$ cat src/rtl/booth_mul_sched.sv
// booth_mul_sched: round-robin front end and sequencer for one shared radix-2
// Booth multiplier; one Booth step per clock, product returned with requester ID.
// Latency: WIDTH cycles from the accept edge to rsp_valid. Backpressure: rsp_ready
// low parks the FSM in DONE with outputs frozen; no request is granted while busy.
//
// Ports:
//   clk, rst                       rising-edge clock, synchronous active-high reset
//   reqN_valid/reqN_ready          request handshake for requester N (N = 0, 1)
//   reqN_m, reqN_q                 signed multiplicand / multiplier, sampled at accept
//   rsp_valid/rsp_ready            response handshake
//   rsp_id, rsp_product            requester ID and signed 2*WIDTH-bit product
//   busy                           high whenever an operation is in flight

module booth_mul_sched #(
    parameter int WIDTH = 8
) (
    input  logic               clk,
    input  logic               rst,
    input  logic               req0_valid,
    output logic               req0_ready,
    input  logic [WIDTH-1:0]   req0_m,
    input  logic [WIDTH-1:0]   req0_q,
    input  logic               req1_valid,
    output logic               req1_ready,
    input  logic [WIDTH-1:0]   req1_m,
    input  logic [WIDTH-1:0]   req1_q,
    output logic               rsp_valid,
    input  logic               rsp_ready,
    output logic               rsp_id,
    output logic [2*WIDTH-1:0] rsp_product,
    output logic               busy
);

    localparam int CW = $clog2(WIDTH + 1);

    typedef enum logic [1:0] {
        S_IDLE = 2'd0,
        S_ITER = 2'd1,
        S_DONE = 2'd2
    } state_t;

    state_t           state_q, state_d;
    logic             last_q, last_d;
    logic [WIDTH:0]   a_q, a_d;          // one guard bit so subtracting the most negative M cannot overflow
    logic [WIDTH-1:0] q_q, q_d;
    logic             q1_q, q1_d;
    logic [WIDTH-1:0] m_q, m_d;
    logic [CW-1:0]    count_q, count_d;
    logic             id_q, id_d;
    logic             rsp_valid_q, rsp_valid_d;
    logic             busy_q, busy_d;

    logic             grant0, grant1;
    logic [WIDTH:0]   m_ext;
    logic [WIDTH:0]   sum;

    // Lone valid always wins; on a tie the requester not served last wins.
    always_comb begin
        grant0 = req0_valid & (~req1_valid | last_q);
        grant1 = req1_valid & (~req0_valid | ~last_q);
    end

    assign req0_ready  = (state_q == S_IDLE) & ~rst & grant0;
    assign req1_ready  = (state_q == S_IDLE) & ~rst & grant1;
    assign rsp_valid   = rsp_valid_q;
    assign rsp_id      = id_q;
    assign busy        = busy_q;
    // The guard bit of A is dropped: the product always fits in 2*WIDTH bits.
    assign rsp_product = {a_q[WIDTH-1:0], q_q};

    // Booth recoding of the pair {Q[0], q_1}.
    always_comb begin
        m_ext = {m_q[WIDTH-1], m_q};
        case ({q_q[0], q1_q})
            2'b01:   sum = a_q + m_ext;
            2'b10:   sum = a_q - m_ext;
            default: sum = a_q;
        endcase
    end

    always_comb begin
        state_d     = state_q;
        last_d      = last_q;
        a_d         = a_q;
        q_d         = q_q;
        q1_d        = q1_q;
        m_d         = m_q;
        count_d     = count_q;
        id_d        = id_q;
        rsp_valid_d = rsp_valid_q;
        busy_d      = busy_q;

        case (state_q)
            S_IDLE: begin
                if (req0_ready || req1_ready) begin
                    m_d     = req1_ready ? req1_m : req0_m;
                    q_d     = req1_ready ? req1_q : req0_q;
                    a_d     = '0;
                    q1_d    = 1'b0;
                    count_d = '0;
                    id_d    = req1_ready;
                    last_d  = req1_ready;
                    busy_d  = 1'b1;
                    state_d = S_ITER;
                end
            end
            S_ITER: begin
                // Arithmetic shift right of {A, Q, q_1} after the add/subtract.
                a_d     = {sum[WIDTH], sum[WIDTH:1]};
                q_d     = {sum[0], q_q[WIDTH-1:1]};
                q1_d    = q_q[0];
                count_d = count_q + 1'b1;
                if (count_q == CW'(WIDTH - 1)) begin
                    rsp_valid_d = 1'b1;
                    state_d     = S_DONE;
                end
            end
            S_DONE: begin
                if (rsp_ready) begin
                    rsp_valid_d = 1'b0;
                    busy_d      = 1'b0;
                    state_d     = S_IDLE;
                end
            end
            default: begin
                state_d     = S_IDLE;
                rsp_valid_d = 1'b0;
                busy_d      = 1'b0;
            end
        endcase
    end

    always_ff @(posedge clk) begin
        if (rst) begin
            state_q     <= S_IDLE;
            last_q      <= 1'b1;
            a_q         <= '0;
            q_q         <= '0;
            q1_q        <= 1'b0;
            m_q         <= '0;
            count_q     <= '0;
            id_q        <= 1'b0;
            rsp_valid_q <= 1'b0;
            busy_q      <= 1'b0;
        end else begin
            state_q     <= state_d;
            last_q      <= last_d;
            a_q         <= a_d;
            q_q         <= q_d;
            q1_q        <= q1_d;
            m_q         <= m_d;
            count_q     <= count_d;
            id_q        <= id_d;
            rsp_valid_q <= rsp_valid_d;
            busy_q      <= busy_d;
        end
    end

endmodule

$ cat config.mk
export PLATFORM = sky130hd
export DESIGN_NAME = booth_mul_sched
export DESIGN_NICKNAME = d
export VERILOG_FILES = /design/src/rtl/booth_mul_sched.sv
export SDC_FILE = /design/constraint.sdc
export NUM_CORES = 1
export LEC_CHECK = 0
export ABC_AREA = 1
export BUFFER_PORTS_ARGS = -buffer_cell sky130_fd_sc_hd__buf_4
export CORE_ASPECT_RATIO = 0.8
export CORE_MARGIN = 5
export CORE_UTILIZATION = 35
export DETAILED_ROUTE_END_ITERATION = 7
export MAX_ROUTING_LAYER = met4
export PLACE_DENSITY_LB_ADDON = 0.1
export SLEW_MARGIN = 5
export SYNTH_ARGS = -nofsm -noshare
export SYNTH_HDL_FRONTEND = slang
export SYNTH_SLANG_ARGS = --single-unit
$ cat constraint.sdc
create_clock -name clk -period 6.5 [get_ports clk]
set_clock_uncertainty 0.15 [all_clocks]
set_input_delay 0.325 -clock clk [delete_from_list [all_inputs] [get_ports clk]]
set_output_delay 0.325 -clock clk [all_outputs]
set_load 0.03 [all_outputs]
# == Word-level counts from Yosys, hierarchy flattened ==
# Cells that the tools add are included.
# word_totals
n_memories,0
romBits,0
out_inout_bits,21
ramBits,0
elab_cells,62
regBits,36
latch_bits,0
inputBits,37
# classes
n_addsub,3
n_reduce_logical,8
muxes,20
magnitude_cmp,0
eq_ne,8
shifts,0
n_bitwise,13
n_mul,0
div,0
# ops
cell,count
$pmux W9 S2,2
$mux W8,3
$pmux W8 S2,1
$add A9 B9 Y9,1
$mux W9,1
$reduce_and A3 Y1,3
$sub A9 B9 Y9,1
$pmux W4 S2,1
$mux W2,3
$not A1 Y1,6
$pmux W1 S3,2
$pmux W2 S3,1
$and A1 B1 Y1,5
$add A4 B1 Y4 const B,1
$eq A2 B1 Y1 const B,2
$eq A2 B2 Y1 const B,2
$eq A4 B3 Y1 const B,1
$mux W1,4
$mux W4,1
$ne A2 B2 Y1 const B,2
$reduce_and A2 Y1,2
$logic_not A2 Y1,1
$ne A2 B1 Y1 const B,1
$or A1 B1 Y1,2
3 further kinds,3

# == Depth between registers and ports, before layout ==
# Gate-level depths: netlist (run 1).
# logic_depth
word_depth,7
mapped_depth,17
depth_no_buf,17

# == Worst setup path before layout (run 1) ==
# OpenSTA, ideal clock, no wires.
# synth_timing
path_kind,register to register
from,reg q_q[0]
to,reg a_q[4]
synth_period_minus_slack_ps,2380
setup_time_ps,120
t_arrival_ps,2111
path_buffers,0
setup_slack_ps,4120
t_required_ps,6230
stages_incl_launch_ff,14
path_cell_list,dfxtp_1 ha_1 inv_1 nand2_1 xor2_1 inv_1 ha_1 nand2_1 inv_1 nand2_1 nand2_1 or2_2 nand3_1 a21oi_1
# synth_between
elab_chain_len,3
elab_cells_between_ends,4
classes_between,2 x eq/ne; 2 x mux
# synth_rtl
element,line,text
start: declaration,45,"logic [WIDTH-1:0] q_q, q_d;"
start signal: assignment,149,q_q <= q_d;
$eq A2 B2 Y1 or $eq A2 B1 Y1 (tied branches),74,"case ({q_q[0], q1_q})"
$pmux W9 S2 *,74,
$pmux W9 S2 *,93,case (state_q)
end signal: assignment,137,a_q <= '0;
end signal: assignment,148,a_q <= a_d;
end: declaration,44,"logic [WIDTH:0] a_q, a_d;"
# Mark *: on every way between the ends. The rest lies on a longest branch, timed or not.
# A chain may end at the register's enable or synchronous reset.

# == Worst setup path in the final report (run 1) ==
# layout_timing
from,reg m_q[0]
to,reg a_q[7]
# layout_between
elab_chain_len,3
elab_cells_between_ends,4
classes_between,2 x add/sub; 2 x mux
# layout_rtl
element,line,text
start: declaration,47,"logic [WIDTH-1:0] m_q, m_d;"
start signal: assignment,151,m_q <= m_d;
$sub A9 B9 Y9 or $add A9 B9 Y9 (tied branches),"76, 75",
$pmux W9 S2 *,74,
$pmux W9 S2 *,93,
# Marked as above.

==> results by group, run 1 <==
Status
  • Status: finished, final reports clean

Route
  • Highest routing layer actually used: met4
  • Drt wl/cell: 12.2 um
  • Via density: 4.61
  • Detailed route wirelength on metal3: 404 um
  • DRC: 0
  • Pre-Repair DR Iteration Count: 4
  • Wire length on met1: 3.27 mm
  • DR iter-0 viols: 90
  • WL final: 6.09 mm
  • Met2 WL: 2.38 mm
  • Total number of vias: 2312
  • ANT nets after route: 0

Finish
  • Nets@finish: 465
  • Share of cells above drive strength 1: 20.9%
  • Core Util, Final: 44.8%
  • Non-filler cells in the finished layout: 501
  • # fillers: 699
  • Most common cell after layout, fill and taps aside: nand2_1
  • P&R area growth vs syn: 22.4%
  • Most frequent cells in the layout: nand2_1, buf_4, nor2_1
  • Post-route cell area: 2910 um2
  • Inserted Diodes: 0

Die
  • Initial Utilization: 36.6%
  • Die Y-Extent: 83.8 um
  • Core Region: 6510 um2
  • # IOs: 58
  • Core Rows: 26
  • Die Span X: 102 um
  • Die ar.: 8560 um2

Clocking
  • Worst-skew pair later-pin latency: 0.28 ns
  • Post-CTS Setup Inserts: 0
  • CTS tree: built
  • CTS Buffer Depth: 2
  • Post-CTS Hold Buffers: 0
  • Post-CTS Resized: 0
  • Root buf cell: clkbuf_8
  • Clock transition at path regs: 0.07 ns
  • TritonCTS buffer count: 5
  • Clock Sink Count: 35
  • CTS H-tree lvls: 2

GRT
  • Global-route wire length before repair: 10.5 mm
  • Vias in the first global route: 2243
  • Initial antenna violation count: 0
  • Grt ovf: 0
  • GRT Total Usage: 15.3%
  • Largest net degree at the start of global routing: 28

Timing
  • FMAX: 0.392 GHz
  • PnR worst setup slack: 3.95 ns
  • Setup violators final: 0
  • Final Hold Fails: 0
  • Minimum clock period: 2.55 ns
  • Worst slew margin: 54.3%
  • RSZ-0062 raised after global routing: false
  • Period Utilization, post-route: 39.2%
  • Slew Viols, Final: 0
  • Worst hold slack: 0.169 ns
  • Worst Max-Slew Pin Slew: 0.683 ns
  • Setup tns final: 0 ns

Placement
  • DP Area: 2810 um2
  • Pre-CTS setup slack: 3.94 ns
  • Gpl congestion: 0.834
  • Cell count after placement: 493
  • HPWL Detailed: 4.57 mm
  • Buffers on Ports: 57

Setup path
  • Worst EP required: 6.52 ns
  • Worst R2R End: a_q[7]
  • Worst reg2reg path depth: 17
  • Worst R2R Start: m_q[0]
  • Critical path startpoint category: register
  • Worst Path Arrival: 2.57 ns
  • Crit Path Class: reg -> reg
  • R2R setup slack: 3.95 ns
  • Crit path max fanout: 5
  • Crit. End Element: register

Min path
  • Min-Delay Endpoint: m_q[6]
  • Hold depth: 3
  • HP Class: in -> reg
  • Min-delay src: req0_m[6]

Yosys
  • Yosys reg bits: 35
  • Top post-synthesis cells by area: dfxtp_1, nand2_1, a21oi_1
  • Yosys top cell area share: 29.4%
  • Syn avg cell area: 6.56 um2
  • Synthesized area: 2380 um2
  • Yosys warns: 0
  • Cells after Synth: 363
  • Syn Nets: 412
  • Cell variety after synth: 33
  • Share of the yosys chip area belonging to registers: 29.4%
  • Synth area leader: dfxtp_1

Power and ir drop
  • Power per Cell Area: 255 nW/um2
  • Register share of total power: 34.1%
  • Psw: 291 uW
  • Sw Ratio: 39.1%
  • Pleak: 1.41 nW
  • Combinational share of power: 42.2%
  • Max IR drop VDD: 0.000105 V
  • Pint: 452 uW
  • Clk pwr share: 23.7%
  • Final Power: 743 uW

Flow run
  • Number of max-cap violations: 0
worst max-delay path by stage:
stage | start | to | slack, ns
2_1_floorplan | q_q[0] | a_q[4] | 4.12
3_3_place_gp | m_q[0] | a_q[7] | 3.97
3_5_place_dp | m_q[0] | a_q[7] | 3.94
4_1_cts | m_q[0] | a_q[7] | 3.93
5_1_grt | m_q[1] | a_q[7] | 3.65
6_report | m_q[0] | a_q[7] | 3.95
critical path: stages (launching register included):
cell and delay, ns:
dfxtp_1 0.33, inv_1 0.08, ha_1 0.16, inv_1 0.04
nor2_1 0.17, nand2_1 0.10, o31ai_1 0.25, xnor2_1 0.16
inv_1 0.06, ha_1 0.33, nand2_1 0.10, inv_1 0.04
nand2_1 0.07, nand2_1 0.05, a21oi_1 0.12, nand3_1 0.08
nand3_1 0.08, a21oi_1 0.06
metal layers:
layer	track usage, %	vias to the layer above
li1	-	1266
met1	21.8	986
met2	22.1	55
met3	3.59	5
met4	3.22	0
met5	-	-
state kept, by name, indices dropped and copies added (netlist names):
signal     flops
q1_q           1
q_q            8
a_q            8
count_q        4
state_q        2
busy           1
rsp_valid      1
m_q            8
last_q         1
rsp_id         1
logic make-up after synthesis:
kind of cell,after synthesis,share of synthesized area (%)
and+or+nand+nor,177,32.9
AOI/OAI and AO/OA,75,16.6
buffers and inverters,57,11.8
DFF,35,29.4
adders and majority gates,12,6.62
xor gates and xnor gates,7,2.58
power groups by stage:
stage / registers (mW) / logic [mW] / clock network, mW
floorplan: 0.280 / 0.212 / 0
global placement: 0.258 / 0.312 / 0
global route: 0.257 / 0.358 / 0.189
CTS: 0.253 / 0.314 / 0.184
finish: 0.253 / 0.313 / 0.176
detailed placement: 0.258 / 0.312 / 0
cell usage after synthesis:
library cell,n
dfxtp_1,35
o31ai_1,1
a31oi_1,1
inv_8,1
xnor2_1,3
nor2_1,48
o21ai_1,12
inv_1,40
nor2_2,3
ha_1,11
o211ai_1,1
a21oi_2,2
clkbuf_1,3
fa_1,1
buf_2,1
buf_6,6
nand2_4,4
o21a_1,1
nand3b_1,1
o21ai_2,1
or2_2,3
nand2_1,90
nor3_1,2
nand3_1,20
nand4_1,2
o21ai_0,20
inv_4,1
inv_2,4
a21oi_1,36
buf_8,1
nor2_8,2
nand2_2,2
xor2_1,4
cell type report:
cell class | count | area [um2] | area share (%)
Clock buffer | 8 | 100 | 3.43
Inverter | 46 | 183 | 6.27
Multi-Input combinational cell | 271 | 1400 | 48.0
Sequential cell | 35 | 701 | 24.0
Tap cell | 84 | 105 | 3.61
Timing Repair Buffer | 57 | 428 | 14.7
Note: power is estimated with default switching activity, not from simulation.
==> run 2: changes to the inputs <==
==> constraint.sdc (replaced) <==
create_clock -name clk -period 2.3 [get_ports clk]
set_clock_uncertainty 0.15 [all_clocks]
set_input_delay 0.115 -clock clk [delete_from_list [all_inputs] [get_ports clk]]
set_output_delay 0.115 -clock clk [all_outputs]
set_load 0.03 [all_outputs]
==> results by group, run 2 (synthesis results as in run 1) <==
Status
  • Status: finished, final reports clean

Setup path
  • Cell mode on critical path: nand2_1
  • Crit Path Class: reg -> reg
  • Critical path's largest stage delay: 0.33 ns
  • Critical path startpoint category: register
  • Critical Path Sink: a_q[7]
  • R2R setup slack: 0.05 ns
  • Worst reg2reg path depth: 14
  • Worst EP required: 2.32 ns
  • Crit. End Element: register
  • Worst R2R End: a_q[7]
  • Crit path max fanout: 5
  • Slowest CP cell: dfxtp_2
  • CP Cell Sequence: inv_1, ha_4, or2_2, xnor2_1, inv_1, ha_4, nand2_1, nand2_1, nand2_2, nand2_1, a21oi_1, nand3_1, nand3_1, a21oi_1
  • Critical Path Start: q1_q
  • Worst R2R Start: q1_q
  • Worst Path Arrival: 2.28 ns

Clocking
  • Clock transition at path regs: 0.08 ns
  • CTS tree: built
  • Clock Sink Count: 35
  • CTS H-tree lvls: 2
  • Worst-skew pair later-pin latency: 0.28 ns
  • CTS Buffer Depth: 2
  • Root buf cell: clkbuf_8
  • TritonCTS buffer count: 5

Placement
  • Buffers on Ports: 57
  • HPWL Detailed: 4.81 mm
  • Gpl congestion: 0.814
  • DP Area: 2990 um2

Finish
  • Post-route cell area: 3300 um2
  • Inserted Diodes: 0
  • P&R area growth vs syn: 38.6%
  • Nets@finish: 495
  • Share of cells above drive strength 1: 32.1%
  • Top flop regs: a_q (8), m_q (8), q_q (8)
  • Most frequent cells in the layout: nand2_1, buf_4, nor2_1
  • Most common cell after layout, fill and taps aside: nand2_1

GRT
  • Vias in the first global route: 2384
  • Grt ovf: 0
  • Largest net degree at the start of global routing: 28
  • Initial antenna violation count: 0
  • GRT Total Usage: 15.6%
  • Global-route wire length before repair: 10.7 mm

Timing
  • RSZ-0062 raised after global routing: true
  • Final Hold Fails: 0
  • Worst Max-Slew Pin Slew: 0.641 ns
  • Slew Viols, Final: 0
  • Setup violators final: 0
  • Period Utilization, post-route: 98.0%
  • Worst slew margin: 57.2%
  • Minimum clock period: 2.25 ns
  • FMAX: 0.444 GHz

Power and ir drop
  • Max IR drop VDD: 0.000227 V
  • Power per Cell Area: 719 nW/um2
  • Pleak: 1.57 nW
  • Final Power: 2.37 mW

Route
  • DRC: 0
  • Total number of vias: 2468
  • ANT nets after route: 0
  • WL final: 6.49 mm
  • Pre-Repair DR Iteration Count: 4
  • DR iter-0 viols: 53
  • Via density: 4.66
  • Drt wl/cell: 12.2 um

Min path
  • Min-delay src: req0_m[7]
  • HP Class: in -> reg

Die
  • Initial Utilization: 36.6%
  • # IOs: 58
  • Core Rows: 26
  • Core Region: 6510 um2
  • Die ar.: 8560 um2
  • Die Span X: 102 um
  • Die Y-Extent: 83.8 um

Flow run
  • Number of max-cap violations: 0
==> run 2: cell types whose count changed in the layout (fill, tap and decap cells not counted), moves of 5 or more <==
cell | before | now
ha_4 | 0 | 7
ha_1 | 11 | 4
buf_4 | 57 | 83
nand2_1 | 90 | 85
==> run 2: report_power, final <==
part | switching [mW] | total (mW) | leakage [nW] | internal (mW)
Sequential | 0.0538 | 0.717 | 0.289 | 0.663
Combinational | 0.647 | 1.20 | 1.23 | 0.551
Clock | 0.223 | 0.459 | 0.0470 | 0.235
==> run 2: what timing repair did <==
action | CTS | global route
hold endpoints to repair | 4 | 0
resized for setup | 19 | 16
setup endpoints to repair | 4 | 6
pin swaps | 11 | 18
buffers inserted | 2 | 2
hold buffers | 4 | 0
==> run 2: routing by layer <==
layer / wire length [um] / up-vias / GRT usage [%] / share of wire (%)
li1: - / 1328 / - / -
met1: 3430 / 1092 / 21.8 / 53
met2: 2840 / 42 / 23.9 / 44
met3: 181 / 6 / 2.84 / 2.8
met4: 39 / 0 / 2.62 / 0.60
met5: 0 / - / - / 0
==> run 2: layout make-up <==
class / instances / area [um2]
fill: 680 / 3210
multi-input combinational: 271 / 1560
sequential: 35 / 706
timing repair buffer: 87 / 663
inverter: 46 / 183
tap: 84 / 105
clock buffer: 6 / 82.6
clock inverter: 1 / 5.00
==> run 2: how the worst min path moves through the flow <==
stage                  end  cells after the start
floorplan           m_q[6]                      2
global placement    m_q[6]                      3
detailed placement  m_q[6]                      3
CTS                 m_q[3]                      3
global route        m_q[2]                      3
finish              m_q[7]                      3
==> run 2: metrics by stage <==
step                utilization (%)  setup TNS, ns  cells  worst slack [ns]  hold WS (ns)
floorplan                         -              0    363            0.0217         0.135
global placement               45.9         -0.114    515           -0.0685         0.233
detailed placement             45.9         -0.374    515            -0.147         0.250
CTS                            49.5              0    528           0.00610       0.00836
global route                   50.7         -0.239    530           -0.0909        0.0269
finish                         50.7              0    530            0.0456       0.00882
==> run 2: worst max-delay path, delay by kind of cell, from the launching register on <==
kind | cells | cell delay (ns)
and+or+nand+nor | 7 | 0.73
adders and majority gates | 2 | 0.44
DFF | 1 | 0.33
AOI/OAI and AO/OA | 2 | 0.18
xor gates and xnor gates | 1 | 0.16
buffers and inverters | 2 | 0.15
==> run 3: changes to the inputs <==
--- a/config.mk
+++ b/config.mk
@@ -5,7 +5,6 @@
 export SDC_FILE = /design/constraint.sdc
 export NUM_CORES = 1
 export LEC_CHECK = 0
-export ABC_AREA = 1
 export BUFFER_PORTS_ARGS = -buffer_cell sky130_fd_sc_hd__buf_4
 export CORE_ASPECT_RATIO = 0.8
 export CORE_MARGIN = 5
==> constraint.sdc (replaced) <==
create_clock -name clk -period 2.9 [get_ports clk]
set_clock_uncertainty 0.15 [all_clocks]
set_input_delay 0.145 -clock clk [delete_from_list [all_inputs] [get_ports clk]]
set_output_delay 0.145 -clock clk [all_outputs]
set_load 0.03 [all_outputs]
==> results by group, run 3 <==
Clocking
  • CTS H-tree lvls: 2
  • Root buf cell: clkbuf_8
  • Worst-skew pair later-pin latency: 0.29 ns
  • CTS tree: built
  • Clock Sink Count: 35
  • Post-CTS Setup Inserts: 0
  • TritonCTS buffer count: 5
  • CTS Buffer Depth: 2
  • Clock transition at path regs: 0.08 ns

Route
  • WL final: 5.75 mm
  • Wire length on met1: 2.99 mm
  • Pre-Repair DR Iteration Count: 4
  • Detailed route wirelength on metal3: 304 um
  • Met2 WL: 2.37 mm
  • DR iter-0 viols: 106
  • Via density: 5.09
  • Total number of vias: 2160
  • Highest routing layer actually used: met4
  • DRC: 0
  • ANT nets after route: 0
  • Drt wl/cell: 13.5 um

Setup path
  • Crit Path Class: reg -> reg
  • Worst EP required: 2.92 ns
  • CP Cell Sequence: inv_1, ha_1, mux2_2, fa_1, nor2b_1, o31ai_4, a32oi_4, mux2i_1, o211ai_1
  • R2R setup slack: 0.21 ns
  • Critical path's largest stage delay: 0.43 ns
  • Slowest CP cell: dfxtp_1
  • Worst R2R Start: m_q[0]
  • Crit. End Element: register
  • Crit path max fanout: 5
  • Worst Path Arrival: 2.71 ns
  • Critical path startpoint category: register
  • Critical Path Start: m_q[0]

Power and ir drop
  • Final Power: 1.51 mW
  • Power per Cell Area: 509 nW/um2
  • Pleak: 1.27 nW
  • Max IR drop VDD: 0.000210 V

Yosys
  • Number of flops mapped to enable cells by yosys: 0
  • Syn Nets: 329
  • Yosys reg bits: 35
  • Post-synth top cells: dfxtp_1, nor2_1, nand2_1, a21oi_1, inv_1
  • Cell variety after synth: 50
  • Synth area leader: dfxtp_1
  • Syn avg cell area: 8.31 um2
  • Ys async rst share: 0%
  • Synthesized area: 2330 um2
  • Share of the yosys chip area belonging to registers: 30.1%
  • Top post-synthesis cells by area: dfxtp_1, a21oi_1, ha_1
  • Post-synth top flop: dfxtp_1
  • Yosys warns: 0
  • Yosys top cell area share: 30.1%
  • Cells after Synth: 280

Finish
  • Most frequent cells in the layout: buf_4, nor2_1, dfxtp_1
  • Top flop regs: a_q (8), m_q (8), q_q (8)
  • Most common cell after layout, fill and taps aside: buf_4
  • Post-route cell area: 2980 um2
  • Non-filler cells in the finished layout: 424
  • Share of cells above drive strength 1: 25.3%
  • Inserted Diodes: 0
  • Nets@finish: 388
  • P&R area growth vs syn: 27.9%
  • Core Util, Final: 46.2%

Status
  • Status: finished, final reports clean

GRT
  • Initial antenna violation count: 0
  • Largest net degree at the start of global routing: 39
  • Global-route wire length before repair: 9.86 mm
  • Grt ovf: 0
  • GRT Total Usage: 14.6%
  • Vias in the first global route: 2055

Timing
  • Worst Max-Slew Pin Slew: 0.508 ns
  • PnR worst setup slack: 0.207 ns
  • Period Utilization, post-route: 92.9%
  • Final Hold Fails: 0
  • Worst hold slack: 0.0101 ns
  • FMAX: 0.371 GHz
  • Worst slew margin: 66.2%
  • Minimum clock period: 2.69 ns
  • Slew Viols, Final: 0
  • Setup tns final: 0 ns
  • RSZ-0062 raised after global routing: false
  • Setup violators final: 0

Placement
  • DP Area: 2790 um2
  • Pre-CTS setup slack: 0.223 ns
  • Cell count after placement: 409
  • Buffers on Ports: 57
  • HPWL Detailed: 4.26 mm
  • Gpl congestion: 0.796

Flow run
  • Number of max-cap violations: 0

Die
  • Core Rows: 26
  • Core Region: 6440 um2
  • Initial Utilization: 36.1%
  • Die Y-Extent: 82.9 um
  • Die Span X: 101 um
  • # IOs: 58
  • Die ar.: 8390 um2

Min path
  • HP Class: in -> reg
  • Min-delay src: req0_m[3]
## run 3: cell count changes after synthesis, moves of 5 or more
cell	change
nor2_1	-13
nand3_1	-18
a22oi_1	+5
a311oi_2	+8
o21ai_1	-10
a211o_1	+9
nand2_1	-57
a21oi_1	-7
o21ai_0	-8
mux2i_1	+10
inv_1	-27
## run 3: logic make-up (layout without fill, tap and decap cells)
kind of cell	after synthesis	after routing	share of synthesized area, %
AOI/OAI and AO/OA	85	85	28.1
xor gates and xnor gates	9	9	3.39
adders and majority gates	12	12	6.77
buffers and inverters	31	91	6.72
DFF	35	35	30.1
muxes	11	11	4.79
and+or+nand+nor	97	97	20.2
## run 3: cell type report
type,count,area (um2)
Fill cell,676,3460
Multi-Input combinational cell,214,1470
Sequential cell,35,701
Timing Repair Buffer,69,536
Tap cell,84,105
Clock buffer,5,68.8
Inverter,14,52.6
Clock inverter,3,43.8
## run 3: where the power goes
| group | total, mW | internal (mW) | switching (mW) |
|---|---|---|---|
| clock network | 0.449 | 0.256 | 0.193 |
| logic | 0.521 | 0.240 | 0.281 |
| registers | 0.544 | 0.512 | 0.0321 |
| total | 1.51 | 1.01 | 0.506 |
## run 3: worst paths after layout
path,cells past startpoint,end
worst min-delay path,3,m_q[3]
worst max-delay path,9,a_q[7]
worst min register to register,2,rsp_valid
worst max register to register,9,a_q[7]
## run 3: worst max-delay path: cells and delay by family, from the launching register on
family	cells	cell delay [ns]
multiplexers	2	0.50
adder cells (fa/ha/maj)	2	0.72
AO/OA/AOI/OAI	3	0.43
AND/OR/NAND/NOR	1	0.27
buffers and inverters	1	0.07
flip-flops	1	0.43
## run 3: what timing repair did
action | CTS | global route
setup endpoints to repair | 0 | 0
gates resized for setup | 0 | 0
endpoints found under the hold margin | 7 | 0
hold buffers | 7 | 0
## run 3: metal layers
layer  vias up  global-route usage [%]
met5         -                       -
li1       1122                       -
met4         0                    4.11
met2        48                    20.5
met3        10                    3.43
met1       980                    20.8
